### src/rtl/noc_types_pkg.sv
// rtl/noc_types_pkg.sv - shared NoC flit types and flit-count helper
package noc_types;

    localparam int FLIT_DATA_WIDTH = 8;
    localparam int HDR_FREE_WIDTH  = 4;

    typedef enum logic [1:0] {
        HEADER = 2'd0,
        DATA   = 2'd1,
        TAIL   = 2'd2
    } flit_type;

    typedef struct packed {
        logic [FLIT_DATA_WIDTH-HDR_FREE_WIDTH-1:0] dest;
        logic [HDR_FREE_WIDTH-1:0]                 free;
    } flit_hdr_t;

    typedef struct packed {
        flit_type                   ftype;
        logic [FLIT_DATA_WIDTH-1:0] payload;
    } flit_t;

    // Serialiser and deserialiser both size the payload stream with this.
    function automatic int n_flits(input int bits);
        return (bits + FLIT_DATA_WIDTH - 1) / FLIT_DATA_WIDTH;
    endfunction

endpackage

### src/rtl/node_port.sv
// rtl/node_port.sv - flit link between a node and the NoC
interface node_port;
    import noc_types::*;

    flit_t flit;
    logic  enable;
    logic  ack;
    logic  rej;

    modport up   (output flit, output enable, input ack, input rej);
    modport down (input flit, input enable, output ack, output rej);

endinterface

### src/rtl/noc_serial_transmitter.sv
// rtl/noc_serial_transmitter.sv - serialises one local packet into a HEADER/DATA/TAIL flit stream
module noc_serial_transmitter
    import noc_types::*;
#(
    parameter int PACKET_BITS  = 16,
    parameter int PADDING_BITS = 0
) (
    input  logic                                           clk,
    input  logic                                           rst_n,
    input  logic                                           abort,
    input  logic                                           valid,
    output logic                                           ready,
    input  flit_hdr_t                                      hdr,
    input  logic [((PADDING_BITS > 0) ? PADDING_BITS : 1)-1:0] padding,
    input  logic [PACKET_BITS-1:0]                         packet,
    output logic                                           busy,
    output logic                                           done,
    node_port.up                                           up
);

    localparam int N_FLITS = n_flits(PACKET_BITS);
    localparam int DW      = N_FLITS * FLIT_DATA_WIDTH;
    localparam int CW      = (N_FLITS > 1) ? $clog2(N_FLITS) : 1;
    localparam logic [CW-1:0] LAST = CW'(N_FLITS - 1);

    typedef enum logic [1:0] {
        ST_IDLE   = 2'd0,
        ST_HEADER = 2'd1,
        ST_SEND   = 2'd2
    } state_t;

    state_t                state_q, state_d;
    logic [CW-1:0]         cnt_q, cnt_d;
    flit_hdr_t             hdr_q, hdr_d;
    logic [DW-1:0]         data_q, data_d;
    logic                  done_q, done_d;
    logic [HDR_FREE_WIDTH-1:0] free_ext;
    logic [FLIT_DATA_WIDTH-1:0] slice;
    logic                  last_slice;

    assign free_ext   = (PADDING_BITS > 0) ? HDR_FREE_WIDTH'(padding) : '0;
    assign slice      = data_q[int'(cnt_q) * FLIT_DATA_WIDTH +: FLIT_DATA_WIDTH];
    assign last_slice = (cnt_q == LAST);

    always_ff @(posedge clk or negedge rst_n) begin
        if (!rst_n) begin
            state_q <= ST_IDLE;
            cnt_q   <= '0;
            hdr_q   <= '0;
            data_q  <= '0;
            done_q  <= 1'b0;
        end else begin
            state_q <= state_d;
            cnt_q   <= cnt_d;
            hdr_q   <= hdr_d;
            data_q  <= data_d;
            done_q  <= done_d;
        end
    end

    always_comb begin
        state_d = state_q;
        cnt_d   = cnt_q;
        hdr_d   = hdr_q;
        data_d  = data_q;
        done_d  = 1'b0;
        if (abort) begin
            state_d = ST_IDLE;
            cnt_d   = '0;
        end else begin
            unique case (state_q)
                ST_IDLE: begin
                    if (valid) begin
                        hdr_d      = hdr;
                        hdr_d.free = free_ext;
                        data_d     = DW'(packet);
                        cnt_d      = '0;
                        state_d    = ST_HEADER;
                    end
                end
                ST_HEADER: begin
                    if (up.rej) begin
                        cnt_d = '0;
                    end else if (up.ack) begin
                        cnt_d   = '0;
                        state_d = ST_SEND;
                    end
                end
                ST_SEND: begin
                    // A reject anywhere in the packet restarts from the header.
                    if (up.rej) begin
                        cnt_d   = '0;
                        state_d = ST_HEADER;
                    end else if (up.ack) begin
                        if (last_slice) begin
                            cnt_d   = '0;
                            state_d = ST_IDLE;
                            done_d  = 1'b1;
                        end else begin
                            cnt_d = cnt_q + CW'(1);
                        end
                    end
                end
                default: state_d = ST_IDLE;
            endcase
        end
    end

    always_comb begin
        up.enable = 1'b0;
        up.flit   = '0;
        unique case (state_q)
            ST_HEADER: begin
                up.enable       = 1'b1;
                up.flit.ftype   = HEADER;
                up.flit.payload = hdr_q;
            end
            ST_SEND: begin
                up.enable       = 1'b1;
                up.flit.ftype   = last_slice ? TAIL : DATA;
                up.flit.payload = slice;
            end
            default: ;
        endcase
    end

    assign ready = (state_q == ST_IDLE);
    assign busy  = (state_q != ST_IDLE);
    assign done  = done_q;

endmodule

### src/flat_wrapper.sv
// flat-port wrapper written by rule: the top's interface ports become plain ports
module noc_serial_transmitter_flat import noc_types::*;
#(
    parameter int PACKET_BITS  = 16,
    parameter int PADDING_BITS = 0
)
  (clk, rst_n, abort, valid, ready, hdr, padding, packet, busy, done, up_flit, up_enable, up_ack, up_rej);
  node_port up_i ();
  input  logic clk;
  input  logic rst_n;
  input  logic abort;
  input  logic valid;
  output logic ready;
  input  flit_hdr_t hdr;
  input  logic [((PADDING_BITS > 0) ? PADDING_BITS : 1)-1:0] padding;
  input  logic [PACKET_BITS-1:0] packet;
  output logic busy;
  output logic done;
  output wire logic [$bits(up_i.flit)-1:0] up_flit;
  output wire logic [$bits(up_i.enable)-1:0] up_enable;
  input wire logic [$bits(up_i.ack)-1:0] up_ack;
  input wire logic [$bits(up_i.rej)-1:0] up_rej;
  assign up_flit = up_i.flit;
  assign up_enable = up_i.enable;
  assign up_i.ack = up_ack;
  assign up_i.rej = up_rej;
  noc_serial_transmitter #(.PACKET_BITS(PACKET_BITS), .PADDING_BITS(PADDING_BITS)) u_core (.clk(clk), .rst_n(rst_n), .abort(abort), .valid(valid), .ready(ready), .hdr(hdr), .padding(padding), .packet(packet), .busy(busy), .done(done), .up(up_i));
endmodule
### config.mk
export PLATFORM = sky130hd
export DESIGN_NAME = noc_serial_transmitter_flat
export DESIGN_NICKNAME = d
export VERILOG_FILES = /design/src/rtl/noc_types_pkg.sv /design/src/rtl/node_port.sv /design/src/rtl/noc_serial_transmitter.sv /design/src/flat_wrapper.sv
export SDC_FILE = /design/constraint.sdc
export NUM_CORES = 1
export LEC_CHECK = 0
export CORE_UTILIZATION = 30
export DETAILED_ROUTE_END_ITERATION = 7
export GPL_TIMING_DRIVEN = 1
export PLACE_DENSITY = 0.68
export SYNTH_ARGS = -nofsm -noshare
export SYNTH_HDL_FRONTEND = slang
export SYNTH_SLANG_ARGS = --single-unit
export TNS_END_PERCENT = 100
### constraint.sdc
create_clock -name clk -period 2.4 [get_ports clk]
set_input_delay 0.36 -clock clk [delete_from_list [all_inputs] [get_ports clk]]
set_output_delay 0.36 -clock clk [all_outputs]
set_load 0.05 [all_outputs]
Yosys cells after proc, flatten, opt, wreduce, memory -nomap -nowiden. Index checks and enable logic that the tools add are counted.

Flip-flop bits (word level): 24. Input bits: 31. Output and inout port bits: 14. Word-level logic and storage cells: 47.

Shift-type cells: 1. Bitwise logic cells: 1. Multiplexer cells: 24. Reduce and logical (&&, ||, !) cells: 7. Equal/unequal tests: 8. Add/subtract/negate cells: 1.

Operators with widths (count): case mux 10 bit (2 select lines) (1); 2-to-1 mux 2 bit (8); variable part select 16 x 5 -> 8 bit (1); 2-to-1 mux 1 bit (13); != test 3 bit (second input constant) (3); != test 4 bit (second input constant) (2); case mux 2 bit (3 select lines) (1); AND reduction 5 bit (1); != test 4 x 3 -> 1 bit (second input constant) (1); AND reduction 4 bit (1); nonzero test 4 bit (1); case mux 1 bit (3 select lines) (1); AND reduction 3 bit (1); == test 2 x 1 -> 1 bit (second input constant) (1); == test 2 bit (second input constant) (1); logical NOT 2 bit (1); nonzero test 2 bit (1); OR reduction 2 bit (1); adder 1 bit (second input constant) (1); inverter 1 bit (1).

Logic depth before layout (Yosys ltp).
Word-level depth: 6. Gate-level depth with buffers: 5. Mapped depth without buffers: 5.

Worst setup path before layout. OpenSTA, ideal clock, no wires.

Path type: flip-flop to output port. From: reg u_core.state_q[0]. To: out up_flit[0]. Path slack: 0.100 ns. Stages on the path, launching flop included: 5. Arrival: 1.940 ns. Cell sequence: dfrtp_1 -> inv_1 -> ha_1 -> nand2_1 -> nor2_1.

Longest elaborated chain between the ends: 2.

RTL lines: from (decl) (RTL line noc_serial_transmitter.sv:32) `state_t state_q, state_d;`; from (signal assigned) (RTL line noc_serial_transmitter.sv:53) `state_q <= state_d;`; == test 2 bit / == test 2 x 1 -> 1 bit (equally long branches) (RTL line noc_serial_transmitter.sv:112) `unique case (state_q)`; case mux 10 bit (2 select lines) (*) (RTL line noc_serial_transmitter.sv:112); to (decl) (RTL line flat_wrapper.sv:19) `output wire logic [$bits(up_i.flit)-1:0] up_flit;`.

Every way passes the cells marked *; elsewhere a longest branch is shown, timed or not.

Worst setup path in the final report.
From: reg u_core.state_q[0]. To: out ready.

Longest elaborated chain between the ends: 1.

RTL lines: logical NOT 2 bit (RTL line noc_serial_transmitter.sv:127) `assign ready = (state_q == ST_IDLE);`; to (decl) (RTL line flat_wrapper.sv:13) `output logic ready;`.

No other way between the ends.

==> results <==
- The biggest area contributor in the post-synthesis netlist is sky130_fd_sc_hd__dfrtp_1.
- After the first detailed-routing iteration, the DRC count stood at 20.
- The total overflow left after global routing is 0.
- Dividing the detail-routed wire length by the instance count gives roughly 14 um.
- The share of total power in the clock network is roughly 18%.
- The data required time at the worst endpoint is a little over 2 ns.
- Between clock sinks in the finished design, the worst skew comes to between 0.006 and 0.007 ns.
- After technology mapping, the gate count stands at about 100.
- The number of primary I/O pins is 45.
- The placeable core region is 4030 um2.
- The analysis attributes to cell leakage a power of 0.739 nW.
- The largest net degree at the start of global routing is 25.
- The net count of the finished layout is roughly 180.
- Across the VDD grid, the largest voltage drop is roughly 0.51 mV.
- The worst path arrival time is just under 2 ns.
- The critical path is of the reg2out type.
- The overall track demand over capacity in global routing is 13.6%.
- The count of maximum capacitance violations is 0.
- Derived from the worst setup path, the maximum achievable clock frequency is 432 MHz.
- The tree is rooted in a sky130_fd_sc_hd__clkbuf_8.
- The headroom to the max-slew limit is a little over three fifths.
- The width of the die is 66.8 um.
- By area the synthesized netlist is led by sky130_fd_sc_hd__dfrtp_1 (48%), sky130_fd_sc_hd__mux2_1 (21%), sky130_fd_sc_hd__ha_1 (6.0%).
- For the finished layout, the period the worst path requires is roughly 2.3 ns.
- The setup violation total in the final timing report is 0.
- In the synthesized netlist the dominant register cell turns out to be sky130_fd_sc_hd__dfrtp_1.
- The half-perimeter wire length after detailed placement is around 2100 um.
- The share of the cycle needed by the critical path after routing is a little over nine tenths.
- Cell internal power was estimated by the tool at 0.00120 W.
- The mean instance size in the synthesized netlist is between 10 and 15 um2.
- The slew at the pin closest to its max-slew limit is roughly 0.56 ns.
- TritonCTS built the clock tree.
- The fill cell total of the finished layout is around 380.
- In the final layout, the multi-input gates occupy between 600 and 700 um2.
- The slowest stage of the critical path belongs to the cell sky130_fd_sc_hd__clkdlybuf4s50_1.
- In this run, flip-flops and latches consume between 30% and 40% of the power.
- The total buffers and inverters traversed by the critical path is 2.
- The final hold violation count is 0.
- The number of antenna violations at the first check in global routing came to 0.
- The post-route netlist has a little over an eighth of its cells at a drive strength greater than 1.
- Counting every net in the synthesized netlist gives 139.
- Of the synthesized area, sequential elements account for a little under half.
- The number of routed nets with antenna violations is 0.
- The run finished with clean final reports.
- For the final routed database, the setup TNS stands at 0 ns.
- Counting every sink on the clock net gives 24.
- In the synthesized netlist, the cells that appear most often are sky130_fd_sc_hd__dfrtp_1 (24), sky130_fd_sc_hd__mux2_1 (24), sky130_fd_sc_hd__nor2_1 (7), sky130_fd_sc_hd__ha_1 (6), sky130_fd_sc_hd__nand2b_1 (6).
- The total die area is ~4500 um2.
- The pre-antenna-repair detailed-routing pass consisted of 4 iterations.
- The count of hold buffers inserted by post-cts repair is 0.
- The total number of yosys warnings is 0.
- The via count of the first global-routing pass is 990.
- The number of pins with negative max-slew slack in the final report is 0.
- In this design, the stage delay of the slowest critical-path cell is 0.84 ns.
- For this run, design rule violations remaining after detail routing come to 0.
- The nature of the critical path startpoint is a register.
- For this design the total switching power over the nets is around 0.0007 W.
- The power per unit of standard cell area is 1090 nW/um2.
- The vertical extent of the die is approximately 67 um.
- The path type of the worst min-delay path is in2async.
- Per report_power, the combinational group accounts for a little under half of the total.
- The signal on the critical path passes through inv_1 -> ha_1 -> clkdlybuf4s50_1.
- Compared with the post-synthesis result, the final layout area differs by 38.8%.
- In this run switching power makes up ~37% of total power.
- After detailed routing, the number of vias per cell comes to between 4 and 5.
- The number of flops mapped to enable cells by yosys is 0.
- The endpoint type of the worst setup path is an output pin.
- The first-pass GRT wire length is approximately 4500 um.
- The share of synthesized area in the top cell type comes to between 40% and 50%.
- Clock-pin slew was measured on the worst setup and hold paths at around 0.08 ns.
- The via count is 919.
- The repair_antennas step left the layout with diodes totalling 0.
- The clock insertion delay at the later pin of the skew report is 0.26 ns.
- After synthesis the netlist holds a flip-flop and latch count of 24.
- CTS built an H-tree with a depth of 1.
- The detailed-route wire length is ~2700 um.
- The async set or reset register ratio after synthesis is between 90% and 100%.
- The count of cell types in the netlist is 21.
- Clock tree synthesis inserted a total of 3 buffers.
- Setup repair after global routing left no endpoint under its margin.
- In this run the cell area of the synthesized design comes to between 1000 and 1500 um2.
- Once the floorplan was initialized, standard cells occupied between 30 and 40% of the core.
- The kind of cell with the highest combined delay along the critical path is buffers and inverters.
- The weighted congestion reported at the end of routability-driven placement is ~0.8.
- The area taken by flip-flops and latches is around 600 um2.
- The number of buffers on the longest clock path is 2.
- The post-route cell area is ~1800 um2.
- The total number of placement rows is 23.
- Once placement finished, the instance area stood at roughly 1700 um2.
- Along the worst path, the maximum fanout reaches 6.
- Gates resized during post-CTS repair numbered 0.
- The count of input and output buffers is 39.
- Buffers added to address setup during post-CTS repair amount to 0.
[cell type report]
cell class	instances	area share [%]
Multi-Input combinational cell	72	35.8
Sequential cell	24	34.3
Timing Repair Buffer	41	21.6
Tap cell	50	3.57
Clock buffer	3	2.36
Clock inverter	1	1.72
Inverter	3	0.643
[worst paths after layout]
path	from	endpoint	slack, ns	cells past startpoint
min	rst_n	u_core.data_q[11]$_DFFE_PN0P_	0.45	2
max in group asynchronous	rst_n	u_core.hdr_q[5]$_DFFE_PN0P_	1.71	2
max reg2reg	u_core.state_q[0]$_DFFE_PN0P_	u_core.hdr_q[5]$_DFFE_PN0P_	0.71	5
min reg2reg	u_core.data_q[5]$_DFFE_PN0P_	u_core.data_q[5]$_DFFE_PN0P_	0.49	1
min in group clk	u_core.data_q[5]$_DFFE_PN0P_	u_core.data_q[5]$_DFFE_PN0P_	0.49	1
max	u_core.state_q[0]$_DFFE_PN0P_	ready	0.09	3
[state kept, by name, indices dropped and copies added (netlist names)]
name,flops
u_core.data_q,16
u_core.hdr_q,4
u_core.state_q,2
u_core.cnt_q,1
u_core.done,1
[power groups by stage]
stage / combinational (W) / clock (W) / sequential (W)
6_report: 0.000879 / 0.000345 / 0.000692
5_1_grt: 0.000962 / 0.000376 / 0.000715
4_1_cts: 0.000894 / 0.000357 / 0.000694
3_5_place_dp: 0.000891 / 0 / 0.000703
3_3_place_gp: 0.000863 / 0 / 0.000684
2_1_floorplan: 0.000659 / 0 / 0.000665
[routing by layer]
layer / GRT usage (%) / vias up / wire length [um]
met3: 3.42 / 2 / 164
met1: 16.3 / 452 / 1080
met5: 0 / - / 0
met2: 24.4 / 26 / 1400
met4: 2.39 / 0 / 14
li1: - / 439 / -
[per-stage QoR]
| stage | power [W] | hold slack, ns | cells | worst slack, ns | utilization [%] |
|---|---|---|---|---|---|
| after global routing | 0.00205 | 0.484 | 194 | 0.0180 | 43.4 |
| after global placement | 0.00155 | 0.473 | 190 | 0.426 | 41.7 |
| after CTS | 0.00195 | 0.456 | 194 | 0.0751 | 43.4 |
| final | 0.00192 | 0.449 | 194 | 0.0878 | 43.4 |
| after detailed placement | 0.00159 | 0.479 | 190 | 0.369 | 41.7 |
| after floorplan | 0.00132 | 0.0644 | 102 | 0.100 | - |
[cells by family (layout without fill, tap and decap cells)]
family | after synthesis | after routing | synth area share (%)
AND/OR/NAND/NOR | 27 | 27 | 11.5
adder cells (fa/ha/maj) | 6 | 6 | 5.95
AO/OA/AOI/OAI | 9 | 9 | 5.65
multiplexers | 30 | 30 | 26.6
flip-flops | 24 | 24 | 47.6
buffers and inverters | 6 | 48 | 2.68
[placed cells by master, fill, tap and decap left out]
cell                              synthesis  layout
sky130_fd_sc_hd__buf_4                    3      13
sky130_fd_sc_hd__o2111a_2                 1       1
sky130_fd_sc_hd__nand3b_1                 2       2
sky130_fd_sc_hd__inv_1                    3       3
sky130_fd_sc_hd__mux2i_1                  5       5
sky130_fd_sc_hd__clkdlybuf4s50_1          0      28
sky130_fd_sc_hd__o22ai_1                  1       1
sky130_fd_sc_hd__dfrtp_1                 24      24
sky130_fd_sc_hd__nor3_1                   1       1
sky130_fd_sc_hd__clkbuf_8                 0       3
sky130_fd_sc_hd__a21oi_1                  1       1
sky130_fd_sc_hd__bufinv_16                0       1
sky130_fd_sc_hd__nand2_1                  3       3
sky130_fd_sc_hd__and2_1                   1       1
sky130_fd_sc_hd__o21a_1                   1       1
sky130_fd_sc_hd__a22oi_1                  4       4
sky130_fd_sc_hd__ha_1                     6       6
sky130_fd_sc_hd__nor2_1                   7       7
sky130_fd_sc_hd__o311a_1                  1       1
sky130_fd_sc_hd__mux2_1                  24      24
sky130_fd_sc_hd__mux2_4                   1       1
sky130_fd_sc_hd__nand2b_1                 6       6
sky130_fd_sc_hd__nor2b_1                  5       5
sky130_fd_sc_hd__or3_1                    2       2
(Power assumes the default switching activity.)
